[config.mk]
export PLATFORM = sky130hd
export DESIGN_NAME = addsub_seq_arbiter
export DESIGN_NICKNAME = d
export VERILOG_FILES = /design/src/rtl/nes_alu_pkg.sv /design/src/rtl/rr_arb2.sv /design/src/rtl/addsub_seq_arbiter.sv
export SDC_FILE = /design/constraint.sdc
export NUM_CORES = 1
export LEC_CHECK = 0
export ABC_AREA = 1
export CORE_MARGIN = 5
export CORE_UTILIZATION = 46
export CTS_CLUSTER_DIAMETER = 100
export DETAILED_ROUTE_END_ITERATION = 6
export PLACE_DENSITY_LB_ADDON = 0.3
export REMOVE_ABC_BUFFERS = 1
export SLEW_MARGIN = 20
export SYNTH_ARGS = -nofsm -noshare
export SYNTH_HDL_FRONTEND = slang
export SYNTH_HIERARCHICAL = 1
export SYNTH_SLANG_ARGS = --single-unit
[constraint.sdc]
create_clock -name clk -period 3.3 [get_ports clk]
set_input_delay 0.33 -clock clk [delete_from_list [all_inputs] [get_ports clk]]
set_output_delay 0.33 -clock clk [all_outputs]
set_load 0.02 [all_outputs]
[src/rtl/nes_alu_pkg.sv]
// ============================================================================
// nes_alu_pkg : shared state encoding and byte width for the byte-serial ALU
// Revision    : 1.0
// ============================================================================
`default_nettype none

package nes_alu_pkg;

   localparam int BYTE_W = 8;

   typedef enum logic [1:0] {
      IDLE = 2'd0,
      RUN  = 2'd1,
      DONE = 2'd2
   } state_t;

endpackage

`default_nettype wire

[src/rtl/rr_arb2.sv]
// ============================================================================
// rr_arb2 : two-way round-robin arbiter with a last-served register
// Revision: 1.0
// ============================================================================
`default_nettype none

module rr_arb2 (
   input  logic clk,
   input  logic reset_n,
   input  logic req0,
   input  logic req1,
   input  logic take,
   output logic grant
);

   logic last;

   // Under contention the requester that was not served last wins.
   always_comb begin
      grant = 1'b0;
      if (req0 && req1) begin
         grant = ~last;
      end else if (req1) begin
         grant = 1'b1;
      end
   end

   always_ff @(posedge clk or negedge reset_n) begin
      if (!reset_n) begin
         last <= 1'b1;
      end else if (take) begin
         last <= grant;
      end
   end

endmodule

`default_nettype wire

[src/rtl/addsub_seq_arbiter.sv]
// ============================================================================
// addsub_seq_arbiter : two requesters share one external 8-bit add/sub unit,
//                      multi-byte operations are run one byte per ce-cycle
// Revision           : 1.0
// ============================================================================
`default_nettype none

module addsub_seq_arbiter
   import nes_alu_pkg::*;
#(
   parameter int NBYTES = 2
) (
   input  logic                       clk,
   input  logic                       reset_n,
   input  logic                       ce,

   input  logic                       req0_valid,
   output logic                       req0_ready,
   input  logic [8*NBYTES-1:0]        req0_a,
   input  logic [8*NBYTES-1:0]        req0_b,
   input  logic                       req0_add,
   input  logic                       req0_ci,

   input  logic                       req1_valid,
   output logic                       req1_ready,
   input  logic [8*NBYTES-1:0]        req1_a,
   input  logic [8*NBYTES-1:0]        req1_b,
   input  logic                       req1_add,
   input  logic                       req1_ci,

   output logic                       rsp_valid,
   input  logic                       rsp_ready,
   output logic                       rsp_id,
   output logic [8*NBYTES-1:0]        rsp_s,
   output logic                       rsp_co,
   output logic                       rsp_ofl,

   output logic [7:0]                 au_a,
   output logic [7:0]                 au_b,
   output logic                       au_ci,
   output logic                       au_add,
   input  logic [7:0]                 au_s,
   input  logic                       au_co,
   input  logic                       au_ofl
);

   localparam int                IDX_W    = (NBYTES > 1) ? $clog2(NBYTES) : 1;
   localparam logic [IDX_W-1:0]  LAST_IDX = IDX_W'(NBYTES - 1);

   state_t                              state;
   state_t                              state_next;

   logic [NBYTES-1:0][BYTE_W-1:0]       op_a;
   logic [NBYTES-1:0][BYTE_W-1:0]       op_b;
   logic [NBYTES-1:0][BYTE_W-1:0]       res;
   logic                                op_add;
   logic                                carry;
   logic [IDX_W-1:0]                    idx;

   logic                                grant;
   logic                                accept;
   logic                                last_byte;
   logic [8*NBYTES-1:0]                 sel_a;
   logic [8*NBYTES-1:0]                 sel_b;
   logic                                sel_add;
   logic                                sel_ci;

   rr_arb2 u_arb (
      .clk     (clk),
      .reset_n (reset_n),
      .req0    (req0_valid),
      .req1    (req1_valid),
      .take    (accept),
      .grant   (grant)
   );

   // Ready is also masked by reset so nothing is offered while held in reset.
   assign req0_ready = reset_n && ce && (state == IDLE) && req0_valid && !grant;
   assign req1_ready = reset_n && ce && (state == IDLE) && req1_valid &&  grant;
   assign accept     = req0_ready || req1_ready;

   assign sel_a      = grant ? req1_a   : req0_a;
   assign sel_b      = grant ? req1_b   : req0_b;
   assign sel_add    = grant ? req1_add : req0_add;
   assign sel_ci     = grant ? req1_ci  : req0_ci;

   assign last_byte  = (idx == LAST_IDX);
   assign rsp_valid  = (state == DONE);
   assign rsp_s      = res;

   always_comb begin
      au_a   = 8'h00;
      au_b   = 8'h00;
      au_ci  = 1'b0;
      au_add = 1'b1;
      if (state == RUN) begin
         au_a   = op_a[idx];
         au_b   = op_b[idx];
         au_ci  = carry;
         au_add = op_add;
      end
   end

   always_ff @(posedge clk or negedge reset_n) begin
      if (!reset_n) begin
         state <= IDLE;
      end else begin
         state <= state_next;
      end
   end

   always_comb begin
      state_next = state;
      if (ce) begin
         case (state)
            IDLE:    if (accept)    state_next = RUN;
            RUN:     if (last_byte) state_next = DONE;
            DONE:    if (rsp_ready) state_next = IDLE;
            default:                state_next = IDLE;
         endcase
      end
   end

   // Byte-serial datapath: the carry register chains bytes through the shared unit.
   always_ff @(posedge clk or negedge reset_n) begin
      if (!reset_n) begin
         op_a    <= '0;
         op_b    <= '0;
         op_add  <= 1'b1;
         carry   <= 1'b0;
         idx     <= '0;
         res     <= '0;
         rsp_id  <= 1'b0;
         rsp_co  <= 1'b0;
         rsp_ofl <= 1'b0;
      end else if (ce) begin
         case (state)
            IDLE: begin
               if (accept) begin
                  op_a   <= sel_a;
                  op_b   <= sel_b;
                  op_add <= sel_add;
                  carry  <= sel_ci;
                  rsp_id <= grant;
                  idx    <= '0;
               end
            end
            RUN: begin
               res[idx] <= au_s;
               carry    <= au_co;
               idx      <= idx + IDX_W'(1);
               if (last_byte) begin
                  rsp_co  <= au_co;
                  rsp_ofl <= au_ofl;
               end
            end
            default: begin
            end
         endcase
      end
   end

endmodule

`default_nettype wire

==> qor.tcl <==
set qor(cellLeakagePower_nw) 2.09
set qor(core.rowCount) 28
set qor(cts.htree.levels) 3
set qor(finalWeightedCongestion) 0.783
set qor(grt_max_degree) 70
set qor(postRouteWirelength_um) 7550
set qor(core_mm2) 0.00599
set qor(syn2layout_area_growth_pct) 50.6
set qor(slew-limit-headroom) 0.536
set qor(number_of_instances_in_the_synthesized_netlist) 388
set qor(worst_ep_required_time_ps) 2970
set qor(post_route_cells_drive_above_1_share) 0.0565
set qor(cap_viol_max_count) 0
set qor(worst-r2r-setup-slack_ps) 1390
set qor(worstMarginPinSlew_ps) 696
set qor(startpoint_type) {flip-flop}
set qor(synth.yosys.warnings) 6
set qor(dr_total_vias) 2826
set qor(post-route-drc-count) 0
set qor(layout.cells.most_common) {nand2_1}
set qor(commonest_non_fill_non_tap_cells_in_the_layout) {167 x nand2_1, 122 x clkdlybuf4s50_1, 55 x dfrtp_1, 54 x inv_1, 50 x o21ai_0}
set qor(worstSetupPathType) {flip-flop to output port}
set qor(yosys.cell_types.count) 23
set qor(cts_made_buffers) 9
set qor(vias_per_cell) 4.81
set qor(reg2reg_to) {op_b[15]$_DFFE_PN0P_}
set qor(setup.worst_path.end_class) {output port}
set qor(hold_class) {input pin to async pin}
set qor(clkLatencyLatePin_ps) 320
set qor(timing.critical_path.fanout_max) 16
set qor(setup-violations-final) 0
set qor(power.ir.vdd_worst_uv) 460
set qor(critical_path.reg2reg.startpoint) {u_arb/last$_DFFE_PN1P_}
set qor(cts_resized) 0
set qor(detail-route-antenna-nets) 0
set qor(clock_tree.buffer_depth) 2
set qor(drt_first_pass_iters) 4
set qor(tritoncts) {done}
set qor(ys_seq_area_frac) 0.497
set qor(cts.hold.buffers_added) 0
set qor(clock.fmax_ghz) 0.360
set qor(worst_hold_slack_ps) 180
set qor(die_height_um) 89.0
set qor(dr.first_iter.drc_count) 88
set qor(cell_area_after_placement_mm2) 0.00413
set qor(design.die.area_mm2) 0.00793
set qor(global_route.overflow_total) 0
set qor(die_w_um) 89.0
set qor(layout_worst_path_cycle_share) 0.841
set qor(grt_util_all_layers) 0.199
set qor(setup_total_negative_slack_ps) 0
set qor(final_max_slew_viol_count) 0
set qor(fin_worst_skew_ps) 7.16
set qor(antenna_found_initial) 0
set qor(first_global_vias) 2810
set qor(global_route_wire_length_before_repair_um) 12200
set qor(worst_ep_arrival_time_ps) 2440
set qor(nets) 592
set qor(antennaDiodeCount) 0
set qor(timing_hold_violations_final) 0
set qor(ys_ff_latch) 57
set qor(num_io_pins) 124
set qor(effective_utilization_at_floorplan) 0.480
set qor(dp_hpwl_um) 5580
set qor(syn_area_per_cell_um2) 7.41
set qor(layout_min_cycle_time_ps) 2770
set qor(grt_setup_unrepaired) {false}
set qor(num_clock_sinks) 57
set qor(clk_pin_slew_ps) 60
set qor(ratio_of_total_power_to_cell_area_mw_per_mm2) 700
set qor(run_status) {completed}
set qor(wl_per_cell_um) 12.8
set qor(stdcell_area_mm2) 0.00433
set qor(cts-root-buf) {clkbuf_8}
set qor(worst_r2r_path_depth) 9
set qor(post-cts-setup-buffers) 0
set qor(place.port_buffers) 123
set qor(syn-cell-area_mm2) 0.00287
[sequential cells by signal, summed over array words and instances (netlist names)]
name        flops
op_a           16
rsp_ofl         1
carry           1
op_add          1
rsp_co          1
idx             1
u_arb/last      1
rsp_id          1
op_b           16
rsp_s          16
state           2
[layer usage]
layer,GRT usage,wire (um)
met1,0.225,3030
met2,0.341,3620
met3,0.0719,804
met4,0.0812,103
met5,0,0
[where the power goes]
part           leakage (nW)  internal (mW)  switching [mW]
registers             0.714           1.01           0.125
clock network         0.103          0.388           0.262
logic                  1.27          0.556           0.687
[how the worst max path moves through the flow]
stage,start,endpoint,cells past startpoint
floorplan,u_arb/last$_DFFE_PN1P_,carry$_DFFE_PN0P_,9
global placement,req0_valid,req0_ready,8
detailed placement,req0_valid,req0_ready,8
CTS,state[1]$_DFFE_PN0P_,au_b[6],6
global route,state[1]$_DFFE_PN0P_,au_a[1],6
finish,state[1]$_DFFE_PN0P_,au_b[6],6
[Yosys cell counts (all sizes together)]
cell / n / share of area
o21ai: 52 / 0.091
inv: 54 / 0.071
dfrtp: 55 / 0.48
o21bai: 1 / 0.0026
nand2: 169 / 0.22
dfstp: 2 / 0.018
and2: 1 / 0.0022
o22ai: 16 / 0.035
nor2: 9 / 0.016
clkbuf: 5 / 0.0070
clkinv: 1 / 0.0013
buf: 14 / 0.033
nand3b: 1 / 0.0070
nor3: 2 / 0.0035
nand3: 6 / 0.012
[cell type report]
class / instances / area (um2)
clock inverter: 3 / 40.0
timing repair buffer: 128 / 1280
fill: 500 / 1660
sequential: 57 / 1430
multi-input combinational: 257 / 1120
inverter: 55 / 206
tap: 75 / 93.8
clock buffer: 13 / 159
[kinds of logic (layout without fill, tap and decap cells)]
kind of cell / after synthesis / in the layout / share of synthesized area
buffers and inverters: 74 / 199 / 0.111
and+or+nand+nor: 188 / 188 / 0.263
AOI/OAI and AO/OA: 69 / 69 / 0.128
DFF: 57 / 57 / 0.497
[through the flow]
step / cells / utilization / power (mW) / worst slack (ps)
2_1_floorplan: 369 / - / 1.80 / 838
3_3_place_gp: 572 / 0.689 / 2.35 / 847
3_5_place_dp: 572 / 0.689 / 2.40 / 801
4_1_cts: 588 / 0.723 / 3.06 / 519
5_1_grt: 588 / 0.723 / 3.25 / 348
6_report: 588 / 0.723 / 3.03 / 525
[worst max-delay path, cell delays in order, from the launching register on]
cell and delay (ps):
dfrtp_1 410, inv_1 150, nand2_2 130, nor2_1 210, inv_1 320, o22ai_1 220, clkdlybuf4s50_1 670
(Power assumes the default switching activity.)
